$ cat config.mk
export PLATFORM = sky130hd
export DESIGN_NAME = select
export DESIGN_NICKNAME = d
export VERILOG_FILES = /design/src/rtl/select_pkg.sv /design/src/rtl/csa_rca_block.sv /design/src/rtl/select.sv
export SDC_FILE = /design/constraint.sdc
export NUM_CORES = 1
export LEC_CHECK = 0
export BUFFER_PORTS_ARGS = -buffer_cell sky130_fd_sc_hd__buf_2
export CAP_MARGIN = 20
export CELL_PAD_IN_SITES_DETAIL_PLACEMENT = 0
export CELL_PAD_IN_SITES_GLOBAL_PLACEMENT = 2
export CORE_MARGIN = 1
export CORE_UTILIZATION = 26
export DETAILED_ROUTE_END_ITERATION = 16
export PLACE_DENSITY_LB_ADDON = 0.1
export SLEW_MARGIN = 15
export SYNTH_ARGS = -nofsm -noshare
export SYNTH_HDL_FRONTEND = slang
export SYNTH_HIERARCHICAL = 1
export SYNTH_SLANG_ARGS = --single-unit
$ cat constraint.sdc
create_clock -name clk -period 1 [get_ports clk]
set_clock_uncertainty 0.05 [all_clocks]
set_input_delay 0.05 -clock clk [delete_from_list [all_inputs] [get_ports clk]]
set_output_delay 0.05 -clock clk [all_outputs]
set_load 0.01 [all_outputs]
$ cat src/rtl/select_pkg.sv
`default_nettype none
// ============================================================================
// Module  : select_pkg
// Brief   : Shared constants and reference arithmetic for the carry-select adder
// Revision: 1.0 - initial release
// ============================================================================
package select_pkg;

  localparam int CSA_WIDTH = 4;
  localparam int CSA_BLK   = 2;

  typedef logic [CSA_WIDTH:0] csa_result_t;

  // Full-precision reference {Cout,sum} for the default configuration
  function automatic csa_result_t csa_ref(input logic [CSA_WIDTH-1:0] x,
                                          input logic [CSA_WIDTH-1:0] y,
                                          input logic                 ci);
    return {1'b0, x} + {1'b0, y} + {{CSA_WIDTH{1'b0}}, ci};
  endfunction

endpackage
`default_nettype wire

$ cat src/rtl/csa_rca_block.sv
`default_nettype none
// ============================================================================
// Module  : csa_rca_block
// Brief   : BLK-bit ripple-carry adder built from full-adder equations
// Revision: 1.0 - initial release
// ============================================================================
module csa_rca_block
  import select_pkg::*;
#(
  parameter int BLK = CSA_BLK
) (
  input  logic [BLK-1:0] a,
  input  logic [BLK-1:0] b,
  input  logic           ci,
  output logic [BLK-1:0] s,
  output logic           co
);

  logic [BLK:0] w_c;

  assign w_c[0] = ci;

  for (genvar i = 0; i < BLK; i++) begin : g_fa
    assign s[i]     = a[i] ^ b[i] ^ w_c[i];
    assign w_c[i+1] = (a[i] & b[i]) | (w_c[i] & (a[i] ^ b[i]));
  end

  assign co = w_c[BLK];

endmodule
`default_nettype wire

$ cat src/rtl/select.sv
`default_nettype none
// ============================================================================
// Module  : select
// Brief   : Carry-select adder, {Cout,sum} = X + Y + Cin, registered output
// Revision: 1.0 - initial release
// ============================================================================
module select
  import select_pkg::*;
#(
  parameter int WIDTH = CSA_WIDTH,
  parameter int BLK   = CSA_BLK
) (
  input  logic             clk,
  input  logic             rst,
  input  logic [WIDTH-1:0] X,
  input  logic [WIDTH-1:0] Y,
  input  logic             Cin,
  output logic [WIDTH-1:0] sum,
  output logic             Cout
);

  localparam int NBLK = WIDTH / BLK;

  // Per-block candidate results for block carry-in 0 (s0/co0) and 1 (s1/co1)
  logic [BLK-1:0] w_s0  [NBLK];
  logic [BLK-1:0] w_s1  [NBLK];
  logic           w_co0 [NBLK];
  logic           w_co1 [NBLK];

  logic [WIDTH-1:0] w_sum;
  logic             w_carry;
  logic [WIDTH-1:0] r_sum;
  logic             r_cout;

  for (genvar k = 0; k < NBLK; k++) begin : g_blk
    if (k == 0) begin : g_rca0
      csa_rca_block #(.BLK(BLK)) u_rca (
        .a  (X[BLK-1:0]),
        .b  (Y[BLK-1:0]),
        .ci (Cin),
        .s  (w_s0[0]),
        .co (w_co0[0])
      );
      // Block 0 already uses the true carry, so both candidates are identical
      assign w_s1[0]  = w_s0[0];
      assign w_co1[0] = w_co0[0];
    end else begin : g_csel
      csa_rca_block #(.BLK(BLK)) u_rca_c0 (
        .a  (X[k*BLK +: BLK]),
        .b  (Y[k*BLK +: BLK]),
        .ci (1'b0),
        .s  (w_s0[k]),
        .co (w_co0[k])
      );
      csa_rca_block #(.BLK(BLK)) u_rca_c1 (
        .a  (X[k*BLK +: BLK]),
        .b  (Y[k*BLK +: BLK]),
        .ci (1'b1),
        .s  (w_s1[k]),
        .co (w_co1[k])
      );
    end
  end

  // Select chain: each block's real carry-in is the previous block's chosen carry
  always_comb begin
    w_sum   = '0;
    w_carry = 1'b0;
    for (int k = 0; k < NBLK; k++) begin
      w_sum[k*BLK +: BLK] = w_carry ? w_s1[k] : w_s0[k];
      w_carry             = w_carry ? w_co1[k] : w_co0[k];
    end
  end

  always_ff @(posedge clk or posedge rst) begin
    if (rst) begin
      r_sum  <= '0;
      r_cout <= 1'b0;
    end else begin
      r_sum  <= w_sum;
      r_cout <= w_carry;
    end
  end

  assign sum  = r_sum;
  assign Cout = r_cout;

endmodule
`default_nettype wire

==> flow_results.org, run 1 <==
** Final layout
- Leaving out fill and tap cells, the most frequent cell in the layout is sky130_fd_sc_hd__inv_1.
- Number of inserted filler cells in the final layout :: 140
- Fin util :: 41.4%
- The net count of the finished layout is 79.
- The repair_antennas step left the layout with diodes totalling 0.
- The top cell types in the final layout, fill and taps aside, are sky130_fd_sc_hd__inv_1 (21), sky130_fd_sc_hd__buf_2 (13), sky130_fd_sc_hd__dfrtp_1 (5).
- From synthesis to final layout, the design area changed by 45.1%.
- The post-route netlist has 47.5% of its cells at a drive strength greater than 1.

** Floorplanning
- Once the floorplan was initialized, standard cells occupied 28.5% of the core.
- The floorplan has 13 rows.
- Horizontal extent of the die :: 40.3 um
- The region available for standard cell placement spans 0.00133 mm2.
- Chip Height :: 40.3 um
- 16 I/O pins were placed.
- The floorplan step defined a die boundary enclosing 0.00162 mm2.

** STA
- Smallest setup slack after layout :: -248 ps
- Setup total negative slack :: -620 ps
- After layout, the minimum clock period comes to 1250 ps.
- The hold violation count in the final report is 0.
- Maximum achievable frequency :: 801 MHz
- Setup violations remaining at the end of the flow were counted as 3.
- RSZ-0062 raised after global routing :: true
- Period utilisation layout :: 125%
- Hold is met by 157 ps.
- Final Max Tran Viols :: 0

** Place
- Port buffer count :: 15
- The congestion estimate from routability-driven global placement came to 0.631.
- Setup slack after placement :: -534 ps
- DP Wirelength :: 498 um

** Synthesis
- The number of nets handed over by synthesis was 58.
- Syn. warnings :: 6
- Synthesis handed over a netlist of 41 instances.
- A synthesized cell averages 9.28 um2.
- Syn Std Cell Area :: 380 um2
- Number of flip-flops and latches in the synthesized netlist :: 5
- The synthesized netlist contains 5 unique library cells.
- After synthesis, flip-flops and latches occupy 32.9% of the total area.

** Critical path
- At the worst endpoint, the arrival time is 1310 ps.
- Of all nets on the critical path, the largest fanout is 2.
- On the critical path, the stage with the largest delay is an instance of sky130_fd_sc_hd__fa_1.
- For this run, the slowest stage of the critical path takes 480 ps.
- The worst setup path is launched from an input pin.
- The signal on the critical path passes through buf_2, inv_1, fa_2, fa_1, inv_1, mux2_4.
- The critical path is of the in2reg type.
- The worst setup path is captured at a flip-flop.
- Cell mode on critical path :: sky130_fd_sc_hd__inv_1
- Worst Path Required :: 1070 ps

** Run status
- The flow ran to the end, but the final reports show violations.
- The final reports fail on negative setup slack.

** Route
- In the final routed layout, each cell accounts on average for 7.01 um.
- In the routed design, unresolved DRC markers number 0.
- Total wirelength of the detailed-routed design :: 533 um
- For this run, the detailed router's first-pass iteration total came to 1.
- Initial DRC count :: 0
- Once detail routing completed, the nets flagged for antenna violations numbered 0.
- Vias per cell :: 3.58
- Total vias in the final route :: 272

** Clock network
- CTS tree :: built
- Cts bufs inserted :: 3
- CTS built an H-tree with a depth of 1.
- Clock-pin slew of the registers on the worst-case setup and hold paths :: 40 ps
- No sink is reached through more buffers than the 2 on the longest clock path.
- Clock root buffer master :: sky130_fd_sc_hd__clkbuf_4
- Setup fix buffers added after clock tree synthesis :: 0
- Clock Sink Count :: 5

** Pwr
- Largest vdd supply drop :: 0.314 mV
- Reported leakage power :: 0.343 nW
- Dividing total power by cell area gives a power density of 1250 mW/mm2.

** GRT
- The initial antenna violation count was 0.
- GRT overflow :: 0
- Global routing consumed, over all layers together, 9.26% of the routing resources.
- Global-route wire length before repair :: 959 um
- Via count of the first global-routing pass :: 302
- Pin count of the biggest net entering global routing :: 6

** Worst hold path
- The worst hold path belongs to the class in2reg.

** Flow run
- Number of max-cap violations :: 0
## per-layer routing
metal	track usage [%]	routed length [um]	vias to the layer above
li1	-	-	136
met1	7.19	181	124
met2	19.0	292	12
met3	3.33	59	0
met4	5.00	0	0
met5	0	0	-
## final cells by class
type                       count  area (um2)  share of cell area [%]
clock buffer                   4        26.3                    4.76
sequential                     5         125                    22.7
tap                           15        18.8                    3.40
multi-input combinational     11         183                    33.1
timing repair buffer          16        97.6                    17.7
inverter                      25         101                    18.4
## power by group
group,leakage [nW],switching (mW),internal (mW)
logic,0.270,0.104,0.116
registers,0.0583,0.00688,0.238
clock network,0.0150,0.0748,0.150
## cells in the mapped netlist
cell	instances	area [um2]
sky130_fd_sc_hd__conb_1	2	7.51
sky130_fd_sc_hd__dfrtp_1	5	125
sky130_fd_sc_hd__fa_1	6	120
sky130_fd_sc_hd__mux2_2	3	33.8
sky130_fd_sc_hd__inv_1	25	93.8
## path summary, 6_finish.rpt
path                       cells after the start  from  slack, ps  endpoint
min                                            4  X[0]        160    sum[0]
max                                            6  Y[2]       -250    sum[3]
max in group asynchronous                      3   rst        540    sum[3]
min in group asynchronous                      3   rst        190    sum[2]
## kinds of logic after synthesis
family	after synthesis	synth area share, %
mux	3	8.88
flops	5	32.9
buf+inv	25	24.7
fa+ha+maj	6	31.6
other cells	2	1.97
## worst max-delay path: cells and delay by family
| kind | cells | cell delay, ps |
|---|---|---|
| buffers and inverters | 3 | 170 |
| muxes | 1 | 250 |
| adders and majority gates | 2 | 840 |
## registers in the layout (all words and copies together) (netlist names)
signal / count
sum: 4
Cout: 1
## per-stage QoR
step | power (mW) | std cells | cell area, um2
6_report | 0.690 | 76 | 552
3_3_place_gp | 0.447 | 71 | 495
5_1_grt | 0.761 | 76 | 552
4_1_cts | 0.704 | 76 | 552
3_5_place_dp | 0.452 | 71 | 495
2_1_floorplan | 0.376 | 41 | 402
## timing repair
| item | CTS | global route |
|---|---|---|
| endpoints found under the hold margin | 5 | 0 |
| endpoints found under the setup margin | 4 | 4 |
| pin swaps | 2 | 1 |
| gates resized for setup | 5 | 1 |
| hold buffers | 1 | 0 |
Note: power is estimated with default switching activity, not from simulation.
==> run 2, diff against run 1 <==
==> constraint.sdc (replaced) <==
create_clock -name clk -period 1 [get_ports clk]
set_clock_uncertainty 0.05 [all_clocks]
set_input_delay 0.1 -clock clk [delete_from_list [all_inputs] [get_ports clk]]
set_output_delay 0.1 -clock clk [all_outputs]
set_load 0.01 [all_outputs]
==> run 2 against run 1 <==
Effect of this change: the run still ends with negative setup slack left; critical path depth unchanged; flip-flop and latch count unchanged; wire length up 0.75%; clock-buffer cell count unchanged; core utilization up 0.66 points; die area unchanged; combinational power up 2%; largest cell class unchanged; largest power group unchanged.
==> flow_results.org, run 2 (synthesis results as in run 1) <==
** Floorplanning
- The floorplan step set the die width to 40.3 um.
- The floorplan step defined a die boundary enclosing 0.00162 mm2.
- For this configuration, the core starts out at a cell density of 28.5%.
- The die is 40.3 um tall.
- In this run the standard cell core region covers 0.00133 mm2.
- The floorplan has 13 rows.
- In this run the count of I/O pins placed on the die edge is 16.

** Final layout
- Most common cell after layout, fill and taps aside :: sky130_fd_sc_hd__inv_1
- 0 antenna diodes ended up in the layout.
- In the layout the commonest cells are sky130_fd_sc_hd__inv_1 (22), sky130_fd_sc_hd__buf_2 (13), sky130_fd_sc_hd__dfrtp_1 (5).
- Relative to the synthesized area, the layout overhead comes to 47.4%.
- For this run, the post-layout net count is 79.
- In the final layout, the share of cells above drive strength 1 is 45.9%.
- Number of flip-flops in the largest register :: 4
- Number of inserted filler cells in the final layout :: 139

** Worst hold path
- Worst hold path type :: in2reg
- The worst hold path begins at X[0].

** GRT
- Via count of the first global-routing pass :: 303
- Pin count of the biggest net entering global routing :: 6
- Global-route wire length before repair :: 972 um
- Global routing consumed, over all layers together, 9.40% of the routing resources.
- The initial antenna violation count came to 0.
- GRT overflow :: 0

** Route
- The first routing iteration left 2 violations.
- The count of nets left with antenna violations once routing finished came out at 0.
- Dividing the detail-routed via count by the number of cells gives 3.61.
- First-pass detailed-route iteration total :: 2
- After detailed routing, the number of remaining DRC violations is 0.
- Max layer used :: met3
- Total vias in the final route :: 274
- Dividing the detail-routed wire length by the instance count gives 7.07 um.
- Summed over all nets, wire length on met2 after detailed routing comes to 298 um.
- Total wirelength of the detailed-routed design :: 537 um
- Met3 layer wire length in the routed design :: 55 um
- The detailed router put a total of 183 um of wire on met1.

** Clock network
- CTS tree :: built
- Clock tree synthesis inserted a total of 3 buffers.
- In this run the number of H-tree levels came out at 1.
- Clock root buffer master :: sky130_fd_sc_hd__clkbuf_4
- Deepest clock path buffer count :: 2
- Setup fix buffers added after clock tree synthesis :: 0
- Clock-pin slew of the registers on the worst-case setup and hold paths :: 40 ps
- The tree built by TritonCTS fans out to 5 sinks.

** Pwr
- Summed over all nets, the switching power comes to 0.186 mW.
- In this run, the clock network consumes 32.3% of the power.
- Reg power frac :: 35.4%
- The worst-case IR drop observed on VDD is 0.395 mV.
- The internal power of the cells totals 0.507 mW.
- Relative contribution of combinational cells to total power :: 32.4%
- Reported leakage power :: 0.346 nW
- Proportion of total power due to net switching :: 26.8%
- In this run the power density over the cells is 1240 mW/mm2.

** Critical path
- The critical path starts at Y[2].
- The critical path is of the in2reg type.
- Worst Path Required :: 1070 ps
- Arrival time at the worst endpoint :: 1370 ps
- STA classifies the critical path endpoint as a flip-flop.
- Critical path startpoint category :: input pin
- Along the worst path, the maximum fanout reaches 2.

** STA
- On the final layout, the worst hold slack is 214 ps.
- Setup repair after global routing could not meet its margin everywhere.
- The number of max-slew violations in the final report is 0.
- Final hold violation count :: 0
- Smallest setup slack after layout :: -297 ps
- Derived from the worst setup path, the maximum achievable clock frequency is 771 MHz.
- Period utilisation layout :: 130%
- The worst path in the final design needs a cycle of 1300 ps, including I/O delays and setup.
- Setup total negative slack :: -826 ps
- Setup violations remaining at the end of the flow were counted as 4.

** Flow run
- Number of max-cap violations :: 0

** Place
- Global placer's final weighted congestion :: 0.631
- Buffers placed on the I/O ports in this run total 15.

** Run status
- The checks that failed: negative setup slack.
- The run finished, with violations left.
## run 2: cell count changes in the layout (fill, tap and decap cells not counted)
cell | previous run | this run
sky130_fd_sc_hd__buf_8 | 0 | 1
sky130_fd_sc_hd__inv_2 | 3 | 0
sky130_fd_sc_hd__buf_6 | 2 | 1
sky130_fd_sc_hd__inv_4 | 0 | 2
sky130_fd_sc_hd__inv_1 | 21 | 22
## run 2: worst max-delay path, cell delays in order
cell	delay [ps]
sky130_fd_sc_hd__buf_2	80
sky130_fd_sc_hd__inv_1	50
sky130_fd_sc_hd__fa_2	360
sky130_fd_sc_hd__fa_1	480
sky130_fd_sc_hd__inv_1	40
sky130_fd_sc_hd__mux2_4	260
## run 2: metrics by stage
stage / std cells / util, % / worst slack [ps] / total power [mW] / instance area, um2
2_1_floorplan: 41 / - / -403 / 0.376 / 402
3_3_place_gp: 71 / 37.1 / -576 / 0.447 / 495
3_5_place_dp: 71 / 37.1 / -585 / 0.454 / 495
4_1_cts: 76 / 41.4 / -293 / 0.703 / 552
5_1_grt: 76 / 42.0 / -330 / 0.764 / 561
6_report: 76 / 42.0 / -297 / 0.692 / 561
## run 2: power groups by stage
stage	Clock [mW]	Combinational, mW	Sequential (mW)
floorplan	0	0.106	0.271
global placement	0	0.200	0.247
detailed placement	0	0.205	0.249
CTS	0.233	0.225	0.246
global route	0.256	0.260	0.248
finish	0.223	0.224	0.245
## run 2: area by class of cell
type / instances / area, um2 / share of cell area [%]
clock buffer: 4 / 26.3 / 4.69
timing repair buffer: 16 / 101 / 18.1
sequential: 5 / 125 / 22.3
inverter: 25 / 106 / 19.0
tap: 15 / 18.8 / 3.35
multi-input combinational: 11 / 183 / 32.6
## run 2: routing by layer
layer	track usage [%]	vias up
met4	5.00	0
li1	-	137
met1	7.24	125
met5	0	-
met2	19.4	12
met3	3.33	0
## run 2: worst paths after layout
kind	endpoint	slack, ps	depth (start not counted)
min in group asynchronous	Cout	240	3
max in group asynchronous	sum[1]	490	3
max	sum[3]	-300	6
min	sum[0]	210	4
## run 2: timing repair
item                                    in CTS  in global routing
endpoints found under the hold margin        5                  0
pin swaps                                    2                  1
hold buffers                                 1                  0
endpoints found under the setup margin       4                  4
resized for setup                            5                  3
==> run 3, diff against run 2 <==
- CORE_AREA: default -> 2 2 39 41
- CORE_MARGIN: 1 -> default
- CORE_UTILIZATION: 26 -> default
- DIE_AREA: default -> 0 0 41 43
- SYNTH_HIERARCHICAL: 1 -> default
==> run 3 against run 2 <==
Effect of this change: the flow still finishes with violations (negative setup slack); fmax down 6.6%; cell area down 17%; global-route usage down 2.9 points; clock-buffer cell count unchanged; largest cell class is now registers; highest routed layer unchanged.
==> flow_results.org, run 3 <==
** Critical path
- Worst Path Required :: 1080 ps
- The worst setup path is launched from an input pin.
- Among all stages on the critical path, the largest delay is contributed by sky130_fd_sc_hd__fa_1.
- Delay of the slowest cell on the worst path :: 470 ps
- Worst Setup Path Type :: in2reg
- Along the worst path, the maximum fanout reaches 3.
- Ordered cell list for the critical path :: buf_6, inv_4, fa_2, inv_2, fa_2, nand2_2, o21ai_2, fa_1, inv_1
- Arrival time at the worst endpoint :: 1470 ps
- The worst setup path is captured at a flip-flop.
- Among the stages of the critical path, the cell type that occurs most often is sky130_fd_sc_hd__fa_2.

** Final layout
- Diodes inserted :: 0
- Leaving out fill and tap cells, the most frequent cell in the layout is sky130_fd_sc_hd__buf_2.
- Number of nets in the layout :: 63
- Share of final-layout standard cells stronger than drive strength 1 :: 58.7%
- Number of inserted filler cells in the final layout :: 144
- The top cell types in the final layout, fill and taps aside, are sky130_fd_sc_hd__buf_2 (12), sky130_fd_sc_hd__inv_1 (8), sky130_fd_sc_hd__dfrtp_1 (5).
- The register with the most flip-flops in the layout has 4 of them.
- The area growth from synthesis to layout is 70.6%.
- Area of the multi-input gates :: 114 um2
- Area taken by flip-flops and latches :: 125 um2

** Floorplanning
- In this run the standard cell core region covers 0.00138 mm2.
- Boundary Pins :: 16
- The die is 43 um tall.
- In this run the horizontal extent of the chip is 41 um.
- For this configuration, the core starts out at a cell density of 19.7%.
- The floorplan step defined a die boundary enclosing 0.00176 mm2.
- The floorplan has 14 rows.

** Synthesis
- The commonest cells after synthesis are sky130_fd_sc_hd__inv_1 (12), sky130_fd_sc_hd__dfrtp_1 (5), sky130_fd_sc_hd__fa_1 (3).
- The share of the Yosys chip area taken by registers is 45.9%.
- Of the post-synthesis cell area, the dominant cell type holds 45.9%.
- Dominant synthesized flop cell :: sky130_fd_sc_hd__dfrtp_1
- Syn Std Cell Area :: 273 um2
- Counting every net in the synthesized netlist gives 41.
- Share of synthesized registers carrying an async set or reset :: 100%
- Number of flip-flops and latches in the synthesized netlist :: 5
- Dividing the synthesized area by the synthesized cell count gives 10.9 um2.
- Dominant cell type by area after synthesis :: sky130_fd_sc_hd__dfrtp_1
- For this run, the number of Yosys warnings is 0.
- By area the synthesized netlist is led by sky130_fd_sc_hd__dfrtp_1 (46%), sky130_fd_sc_hd__fa_1 (22%), sky130_fd_sc_hd__inv_1 (17%).
- Count leader, synth :: sky130_fd_sc_hd__inv_1
- Cell count after synthesis :: 25
- Yosys mapped the design onto 7 distinct sky130hd cell types.
- Count of flip-flops with a built-in enable after synthesis :: 0

** Route
- Vias per cell :: 3.37
- Remaining antenna violation count :: 0
- First-pass detailed-route iteration total :: 2
- For this block, the initial DRC count from the detailed router was 2.
- In the final routed layout, each cell accounts on average for 7.34 um.
- The final layout contains routed wiring with a total length of 455 um.
- Count of unresolved DRC violations after routing :: 0
- Total vias in the final route :: 209

** STA
- The hold violation count in the final report is 0.
- Hold timing on the final database bottoms out at a slack of 127 ps.
- The routed design could run at a clock period as short as 1390 ps.
- Period utilisation layout :: 139%
- Final Max Tran Viols :: 0
- Headroom to the max-slew limit came out at 88.3%.
- For this run, the top clock speed supported by timing is 721 MHz.
- Setup total negative slack :: -670 ps
- Setup repair after global routing could not meet its margin everywhere.
- After layout, the worst setup slack is -387 ps.
- For the pin with the worst max-slew slack, the measured transition is 175 ps.
- Final count of negative-setup-slack endpoints :: 3

** GRT
- Global-route wire length before repair :: 703 um
- Pin count of the biggest net entering global routing :: 6
- Met2 track utilization from global routing :: 9.38%
- Via count of the first global-routing pass :: 196
- For this run, global-route usage on met1 was measured as 6.25%.
- After global routing, the most crowded layer is met2.
- Met3 Usage GRT :: 1.57%
- The initial antenna violation count came to 0.
- In the global route stage, overall resource usage came out at 6.47%.
- GRT overflow :: 0

** Flow run
- Number of max-cap violations :: 0

** Clock network
- TritonCTS built the clock tree.
- CTS placed an instance of sky130_fd_sc_hd__clkbuf_4 at the clock tree root.
- Deepest clock path buffer count :: 2
- Clock-pin slew was measured on the worst setup and hold paths at 40 ps.
- Cts bufs inserted :: 3
- Clock Sink Count :: 5
- CTS built an H-tree with a depth of 1.

** Place
- Before CTS, the worst setup slack after placement is -735 ps.
- Routability-driven placement finished with a final weighted congestion of 0.547.
- Port buffer count :: 15
- Detailed placement ended at an HPWL of 401 um.

** Run status
- Status :: finished, violations left
- The checks that failed: negative setup slack.

** Worst hold path
- Worst hold path type :: in2reg

** Pwr
- For this design the static power due to leakage is 0.257 nW.
- IR analysis of the VDD net gives a maximum drop of 0.338 mV.
- In this run the power density over the cells is 1360 mW/mm2.
## run 3: critical path: cells and delay by family
family,cells,cell delay [ps]
buffers and inverters,4,210
AND/OR/NAND/NOR,1,90
adder cells (fa/ha/maj),3,1020
AO/OA/AOI/OAI,1,50
## run 3: cells by family after synthesis
kind of cell	count (synthesis)	synth area share (%)
AO/OA/AOI/OAI	1	1.83
XOR/XNOR	1	3.21
adder cells (fa/ha/maj)	5	31.2
buffers and inverters	12	16.5
flip-flops	5	45.9
AND/OR/NAND/NOR	1	1.37
## run 3: path summary, 6_finish.rpt
path	cells past startpoint	from	end
worst max-delay path	9	Y[0]	sum[3]
worst min-delay path	2	Y[1]	sum[1]
max in group asynchronous	3	rst	sum[1]
min in group asynchronous	3	rst	sum[3]
## run 3: timing repair
item	CTS	global route
endpoints found under the hold margin	5	0
hold buffers	1	0
pin swaps	3	0
resized for setup	8	0
endpoints found under the setup margin	4	2
buffers inserted	0	1
## run 3: cell type report
class,count,area share [%]
timing repair buffer,17,24.7
inverter,12,14.0
multi-input combinational,8,24.5
tap,16,4.30
clock buffer,4,5.65
sequential,5,26.9
## run 3: routing by layer
metal | share of wire [%] | routed length, um | vias to the layer above
met2 | 61 | 277 | 7
met5 | 0 | 0 | -
met4 | 0 | 0 | 0
met3 | 7.9 | 36 | 0
met1 | 31 | 141 | 95
li1 | - | - | 107
## run 3: power by group
group | switching (mW) | leakage, nW | total (mW) | internal [mW]
logic | 0.0824 | 0.183 | 0.166 | 0.0840
clock network | 0.0720 | 0.0150 | 0.222 | 0.150
registers | 0.00603 | 0.0581 | 0.243 | 0.237
## run 3: stage by stage
stage,cells,power [mW],util (%),instance area [um2]
after floorplan,25,0.326,-,299
after global placement,56,0.394,28.5,394
after detailed placement,56,0.397,28.5,394
after CTS,61,0.644,33.1,458
after global routing,62,0.689,33.6,465
final,62,0.631,33.6,465
